## src/rtl/key_sw_conditioner.sv

```systemverilog
// key_sw_conditioner: two-flop synchronizers for KEY/SW plus a per-key debounce FSM
// producing level, press and release outputs. Optional auto-repeat via `define KEY_REPEAT_EN.
`default_nettype none

module key_sw_conditioner #(
    parameter int DEBOUNCE_CYCLES = 4,
    parameter int REPEAT_DELAY    = 16,
    parameter int REPEAT_PERIOD   = 8
) (
    input  logic       clk,
    input  logic       rst_n,
    input  logic [3:0] KEY,
    input  logic [9:0] SW,
    output logic [9:0] sw_sync,
    output logic [3:0] key_level,
    output logic [3:0] key_press,
    output logic [3:0] key_release
);

    localparam int             CW       = $clog2(DEBOUNCE_CYCLES) + 1;
    localparam logic [CW-1:0]  CNT_LAST = CW'(DEBOUNCE_CYCLES - 1);
    localparam logic [CW-1:0]  CNT_ONE  = CW'(1);

    localparam logic [1:0] ST_RELEASED      = 2'd0;
    localparam logic [1:0] ST_CHECK_PRESS   = 2'd1;
    localparam logic [1:0] ST_PRESSED       = 2'd2;
    localparam logic [1:0] ST_CHECK_RELEASE = 2'd3;

    logic [3:0]    key_meta_q, key_meta_d, key_sync_q, key_sync_d;
    logic [9:0]    sw_meta_q, sw_meta_d, sw_sync_q, sw_sync_d;
    logic [1:0]    state_q [4];
    logic [1:0]    state_d [4];
    logic [CW-1:0] cnt_q [4];
    logic [CW-1:0] cnt_d [4];
    logic [3:0]    level_q, level_d, press_q, press_d, release_q, release_d;

`ifdef KEY_REPEAT_EN
    localparam logic [15:0] RPT_DELAY  = 16'(REPEAT_DELAY);
    localparam logic [15:0] RPT_PERIOD = 16'(REPEAT_PERIOD);

    // Counts held cycles in PRESSED; arm selects first-delay vs. period target.
    logic [15:0] rpt_q [4];
    logic [15:0] rpt_d [4];
    logic [3:0]  rpt_arm_q, rpt_arm_d;
    logic [15:0] rpt_next;
`else
    logic unused_cfg;
    assign unused_cfg = (REPEAT_DELAY == REPEAT_PERIOD);
`endif

    always_comb begin
        key_meta_d = KEY;
        key_sync_d = key_meta_q;
        sw_meta_d  = SW;
        sw_sync_d  = sw_meta_q;
`ifdef KEY_REPEAT_EN
        rpt_next   = '0;
        rpt_arm_d  = '0;
`endif
        for (int k = 0; k < 4; k++) begin
            state_d[k]   = state_q[k];
            cnt_d[k]     = cnt_q[k];
            press_d[k]   = 1'b0;
            release_d[k] = 1'b0;
`ifdef KEY_REPEAT_EN
            rpt_d[k]     = '0;
`endif
            case (state_q[k])
                ST_RELEASED: begin
                    if (!key_sync_q[k]) begin
                        state_d[k] = ST_CHECK_PRESS;
                        cnt_d[k]   = CNT_ONE;
                    end else begin
                        cnt_d[k]   = '0;
                    end
                end
                ST_CHECK_PRESS: begin
                    if (key_sync_q[k]) begin
                        state_d[k] = ST_RELEASED;
                        cnt_d[k]   = '0;
                    end else if (cnt_q[k] == CNT_LAST) begin
                        state_d[k] = ST_PRESSED;
                        cnt_d[k]   = '0;
                        press_d[k] = 1'b1;
                    end else begin
                        cnt_d[k]   = cnt_q[k] + CNT_ONE;
                    end
                end
                ST_PRESSED: begin
                    if (key_sync_q[k]) begin
                        state_d[k] = ST_CHECK_RELEASE;
                        cnt_d[k]   = CNT_ONE;
                    end else begin
                        cnt_d[k]   = '0;
`ifdef KEY_REPEAT_EN
                        rpt_next = rpt_q[k] + 16'd1;
                        if (rpt_next == (rpt_arm_q[k] ? RPT_PERIOD : RPT_DELAY)) begin
                            press_d[k]   = 1'b1;
                            rpt_d[k]     = '0;
                            rpt_arm_d[k] = 1'b1;
                        end else begin
                            rpt_d[k]     = rpt_next;
                            rpt_arm_d[k] = rpt_arm_q[k];
                        end
`endif
                    end
                end
                ST_CHECK_RELEASE: begin
                    if (!key_sync_q[k]) begin
                        state_d[k]   = ST_PRESSED;
                        cnt_d[k]     = '0;
                    end else if (cnt_q[k] == CNT_LAST) begin
                        state_d[k]   = ST_RELEASED;
                        cnt_d[k]     = '0;
                        release_d[k] = 1'b1;
                    end else begin
                        cnt_d[k]     = cnt_q[k] + CNT_ONE;
                    end
                end
                default: begin
                    state_d[k] = ST_RELEASED;
                    cnt_d[k]   = '0;
                end
            endcase
            level_d[k] = (state_d[k] == ST_PRESSED) || (state_d[k] == ST_CHECK_RELEASE);
        end
    end

    // KEY synchronizers reset to 1 so a reset never looks like a press.
    always_ff @(posedge clk or negedge rst_n) begin
        if (!rst_n) begin
            key_meta_q <= '1;
            key_sync_q <= '1;
            sw_meta_q  <= '0;
            sw_sync_q  <= '0;
            level_q    <= '0;
            press_q    <= '0;
            release_q  <= '0;
            for (int k = 0; k < 4; k++) begin
                state_q[k] <= ST_RELEASED;
                cnt_q[k]   <= '0;
            end
        end else begin
            key_meta_q <= key_meta_d;
            key_sync_q <= key_sync_d;
            sw_meta_q  <= sw_meta_d;
            sw_sync_q  <= sw_sync_d;
            level_q    <= level_d;
            press_q    <= press_d;
            release_q  <= release_d;
            for (int k = 0; k < 4; k++) begin
                state_q[k] <= state_d[k];
                cnt_q[k]   <= cnt_d[k];
            end
        end
    end

`ifdef KEY_REPEAT_EN
    always_ff @(posedge clk or negedge rst_n) begin
        if (!rst_n) begin
            rpt_arm_q <= '0;
            for (int k = 0; k < 4; k++) rpt_q[k] <= '0;
        end else begin
            rpt_arm_q <= rpt_arm_d;
            for (int k = 0; k < 4; k++) rpt_q[k] <= rpt_d[k];
        end
    end
`endif

    assign sw_sync     = sw_sync_q;
    assign key_level   = level_q;
    assign key_press   = press_q;
    assign key_release = release_q;

endmodule

`default_nettype wire

```

## config.mk

```make
export PLATFORM = sky130hd
export DESIGN_NAME = key_sw_conditioner
export DESIGN_NICKNAME = d
export VERILOG_FILES = /design/src/rtl/key_sw_conditioner.sv
export SDC_FILE = /design/constraint.sdc
export NUM_CORES = 1
export LEC_CHECK = 0
export ABC_CLOCK_PERIOD_IN_PS = 1200
export BUFFER_PORTS_ARGS = -buffer_cell sky130_fd_sc_hd__buf_2
export CAP_MARGIN = 20
export CORE_MARGIN = 5
export CORE_UTILIZATION = 52
export DETAILED_ROUTE_END_ITERATION = 8
export PLACE_DENSITY = 0.82
export SLEW_MARGIN = 20
export SYNTH_ARGS = -nofsm -noshare
export SYNTH_HDL_FRONTEND = slang
export SYNTH_SLANG_ARGS = --single-unit
export TNS_END_PERCENT = 5
```

## constraint.sdc

```tcl
create_clock -name clk -period 1.2 [get_ports clk]
set_input_delay 0.12 -clock clk [delete_from_list [all_inputs] [get_ports clk]]
set_output_delay 0.12 -clock clk [all_outputs]
set_load 0.02 [all_outputs]
```

## Word level (Yosys, flattened, before mapping)

Index checks and enable logic that the tools add are counted.
W data, S select, Z words.

| cells by class | value |
|---|---|
| reduce and logical (&&, ||, !) cells | 8 |
| multiplexer cells | 72 |
| $add $sub $neg | 4 |
| eq/ne operators | 24 |

Operators by type and width:

| cell | count |
|---|---|
| $mux W2 | 24 |
| $pmux W3 S4 | 4 |
| $mux W3 | 12 |
| $eq A2 B2 Y1 const B | 16 |
| $pmux W2 S4 | 4 |
| $mux W1 | 28 |
| $add A3 B1 Y3 const B | 4 |
| $eq A3 B2 Y1 const B | 4 |
| $eq A2 B1 Y1 const B | 4 |
| $logic_not A2 Y1 | 4 |
| $logic_or A1 B1 Y1 | 4 |

| word-level totals | value |
|---|---|
| input port bits | 16 |
| output and inout port bits | 22 |
| register bits after elaboration | 60 |
| word-level logic and storage cells | 123 |

## Logic depth before layout (Yosys ltp)

| logic depth | value |
|---|---|
| depth in word-level cells | 6 |
| gate-level depth with buffers | 4 |
| mapped depth without buffers | 4 |

## Worst setup path before layout

OpenSTA, ideal clock, no wires.

| timing | value |
|---|---|
| path kind | flip-flop to flip-flop |
| from | reg cnt_q[0] in the netlist's numbering |
| to | reg cnt_q[0] in the netlist's numbering |
| buffers on the path | 0 |
| data arrival time | 0.994 ns |
| library setup time | 0.064 ns |
| required time | 1.136 ns |
| stages on the path, launching flop included | 5 |
| setup slack | 0.141 ns |
| clock period less this slack | 1.059 ns |
| cells stage by stage | dfrtp_1 -> ha_1 -> and2b_1 -> o21ai_0 -> and2_2 |

RTL lines:

| what | line | RTL |
|---|---|---|
| from (decl) | 33 | `logic [CW-1:0] cnt_q [4];` |
| from (signal, indexed assignment) | 153 | `cnt_q[k] <= cnt_d[k];` |

==> impl_metrics.toml <==
[pwr]
power_uw = 4050
leakagePower_uw = 0.00111
powerDensity_mw_per_mm2 = 1770
vdd_ir_drop_max_mv = 1.23

[placement]
gp_congestion = 0.754
dpl.hpwl_um = 1880
io_buffer_count = 37
post_dp_cell_area_mm2 = 0.00205

[layout]
seqCellArea_mm2 = 0.00141
drive_above_1_share_pct = 34.9
fin_util_pct = 67.9
syn2layout_area_growth_pct = 25.4
multi_input_area_um2 = 394
nNetsFinal = 194
diodes = 0
fillers = 247
final_area_mm2 = 0.00228

[timing]
period_share_pct = 94.9
fmaxAchievable_mhz = 879
fin_crit_ns = 1.14
fin_skew_ns = 0.0141
fin_hold_ws_ns = 0.290
slew-limit-headroom_pct = 79.8
rsz0062_at_grt = "yes"
finalSetupViolations = 0
final_max_slew_viol_count = 0
finalHoldViolations = 0
tightest_slew_ns = 0.301
fin_tns_setup_ns = 0

[route]
drcViolationCount = 0
wire_per_inst_um = 13.9
met1Wirelength_um = 1260
topRoutingLayerUsed = "met4"
ant_nets = 0
wl_met2_um = 1480
dr_wl_met3_um = 267
vias_per_cell = 4.69
vias = 1036
drt_first_iter_violations = 46
drt-total-wl_um = 3070
dr.pass1.iters = 4

[setup_path]
path_cells = "ha_1, and2b_1, o21ai_1, and2_2"
crit_required_ns = 1.51
cp-end-kind = "flip-flop"
cp_top_family = "flip-flops"
worst_path_max_delay_cell = "dfrtp_1"
cp_num_buf_inv = 0
cp_max_fo = 3
crit_type = "reg -> reg"
crit_path_start_kind = "flip-flop"
crit_arrival_ns = 1.45
cp_slowest_stage_delay_ns = 0.40

[clock_tree]
htree_levels = 2
cts_buffer_depth = 2
clk_pin_slew_ns = 0.15
clock-sinks = 56
insertion_delay_ns = 0.37
cts_buffers = 5
cts_tree = "yes"
cts_root_buffer = "clkbuf_4"
post-cts-setup-buffer-count = 0

[outcome]
status = "finished, final reports clean"

[floorplanning]
start_util_pct = 54.1
std_cell_rows = 21
fp.dieH_um = 69.2
die_w_um = 69.2
die_area_mm2 = 0.00478
core_mm2 = 0.00336
pin_count = 38

[global_route]
overflow = 0
antenna_found_initial = 0
grt_first_pass_wirelength_um = 5340
grt_max_degree = 57
grt_usage_pct = 14.6
grt_pass1_vias = 1146

[logic_synthesis]
synth_nets = 138
seq_area_frac_synth_pct = 77.5
synth_ff_type = "dfrtp_1"
synth_top_area_share_pct = 66.0
synth_edf_count = 0
synth_area_mm2 = 0.00182
synth_most_common_cell = "dfrtp_1"
async_flop_share_pct = 100
synth_cells = 118
yosysUniqueCellTypes = 18
yosysWarnings = 0
synth.avg_cell_area_um2 = 15.4
synth_area_leaders = "dfrtp_1 (66%), dfstp_2 (12%), ha_1 (2.7%), o21ai_0 (2.2%), and2_1 (2.1%)"
synth_top_cell_by_area = "dfrtp_1"
synth-seq-cells = 56
synth_commonest_cells = "dfrtp_1 (48), nand2_1 (10), dfstp_2 (8), o21ai_0 (8), and2_1 (6)"

[run]
cap_violations = 0

[worst_hold_path]
min_path_type = "in -> async"
## final cells by class
cell class / count / area share, %
Clock buffer: 6 / 1.81
Multi-Input combinational cell: 58 / 17.3
Clock inverter: 2 / 0.603
Timing Repair Buffer: 53 / 15.9
Tap cell: 46 / 2.52
Sequential cell: 56 / 61.9
## per-layer routing
metal | vias up | track usage (%)
li1 | 500 | -
met1 | 499 | 16.8
met2 | 32 | 23.4
met3 | 5 | 6.81
met4 | 0 | 6.51
met5 | - | 0
## repair_timing
| action | in CTS | in global routing |
|---|---|---|
| endpoints found under the hold margin | 70 | 0 |
| setup endpoints to repair | 0 | 9 |
| hold buffers | 15 | 0 |
| resized for setup | 0 | 9 |
## cells by family after synthesis
| group | after synthesis | synth area share, % |
|---|---|---|
| xor gates and xnor gates | 4 | 1.92 |
| DFF | 56 | 77.5 |
| AOI/OAI and AO/OA | 8 | 2.20 |
| adders and majority gates | 4 | 2.75 |
| and+or+nand+nor | 42 | 14.0 |
| buffers and inverters | 4 | 1.65 |
## stage by stage
| stage | std cells | setup WS, ns |
|---|---|---|
| 2_1_floorplan | 118 | 0.141 |
| 3_3_place_gp | 198 | 0.107 |
| 3_5_place_dp | 198 | 0.0638 |
| 4_1_cts | 221 | 0.0293 |
| 5_1_grt | 221 | -0.0127 |
| 6_report | 221 | 0.0617 |
## path summary, 6_finish.rpt
kind                                from       endpoint  slack, ns  cells past startpoint
min in group clk           key_meta_q[2]  key_sync_q[2]       0.37                      0
setup / recovery                cnt_q[0]       cnt_q[0]       0.06                      4
hold / removal                     rst_n   sw_meta_q[4]       0.29                      3
setup reg to reg                cnt_q[0]       cnt_q[0]       0.06                      4
max in group asynchronous          rst_n  key_sync_q[3]       0.60                      3
hold reg to reg            key_meta_q[2]  key_sync_q[2]       0.37                      0
## worst reg2reg max path, stage by stage (launching register included)
cell and delay (ns):
dfrtp_1 0.40, ha_1 0.24, and2b_1 0.19, o21ai_1 0.12, and2_2 0.14
## where the power goes
group | switching, uW | internal (uW) | leakage, uW
combinational | 431 | 423 | 0.000393
clock | 543 | 236 | 0.0000326
sequential | 214 | 2200 | 0.000685
## layout by cell type (no fill, tap or decap)
| cell type | netlist | layout |
|---|---|---|
| dfstp_2 | 8 | 8 |
| xnor2_2 | 0 | 1 |
| buf_2 | 0 | 34 |
| dlygate4sd3_1 | 0 | 15 |
| dfrtp_1 | 48 | 47 |
| buf_12 | 0 | 1 |
| nor2b_1 | 3 | 2 |
| and2b_1 | 1 | 1 |
| inv_6 | 0 | 1 |
| and2_2 | 2 | 2 |
| nand3b_1 | 4 | 4 |
| dfrtp_2 | 0 | 1 |
| o21ai_0 | 8 | 6 |
| nor3b_2 | 2 | 3 |
| o21ai_1 | 0 | 2 |
| nor2_1 | 4 | 4 |
| buf_4 | 4 | 3 |
| and2_1 | 6 | 6 |
| nand2_1 | 10 | 10 |
| and3_1 | 2 | 2 |
| nor2b_2 | 0 | 1 |
| xnor2_1 | 4 | 3 |
| and4b_1 | 2 | 2 |
| clkbuf_4 | 0 | 5 |
| nor3b_1 | 2 | 1 |
| ha_1 | 4 | 4 |
| nor3_1 | 4 | 4 |
| clkbuf_1 | 0 | 1 |
| clkinv_2 | 0 | 1 |
## registers in the layout, summed over array words and instances, names as in the netlist
| register | cells |
|---|---|
| state_q | 7 |
| sw_sync | 10 |
| key_sync_q | 4 |
| cnt_q | 12 |
| key_meta_q | 4 |
| key_press | 4 |
| sw_meta_q | 10 |
| key_level | 1 |
| key_release | 4 |
No activity file was read; power rests on OpenSTA's default activity.
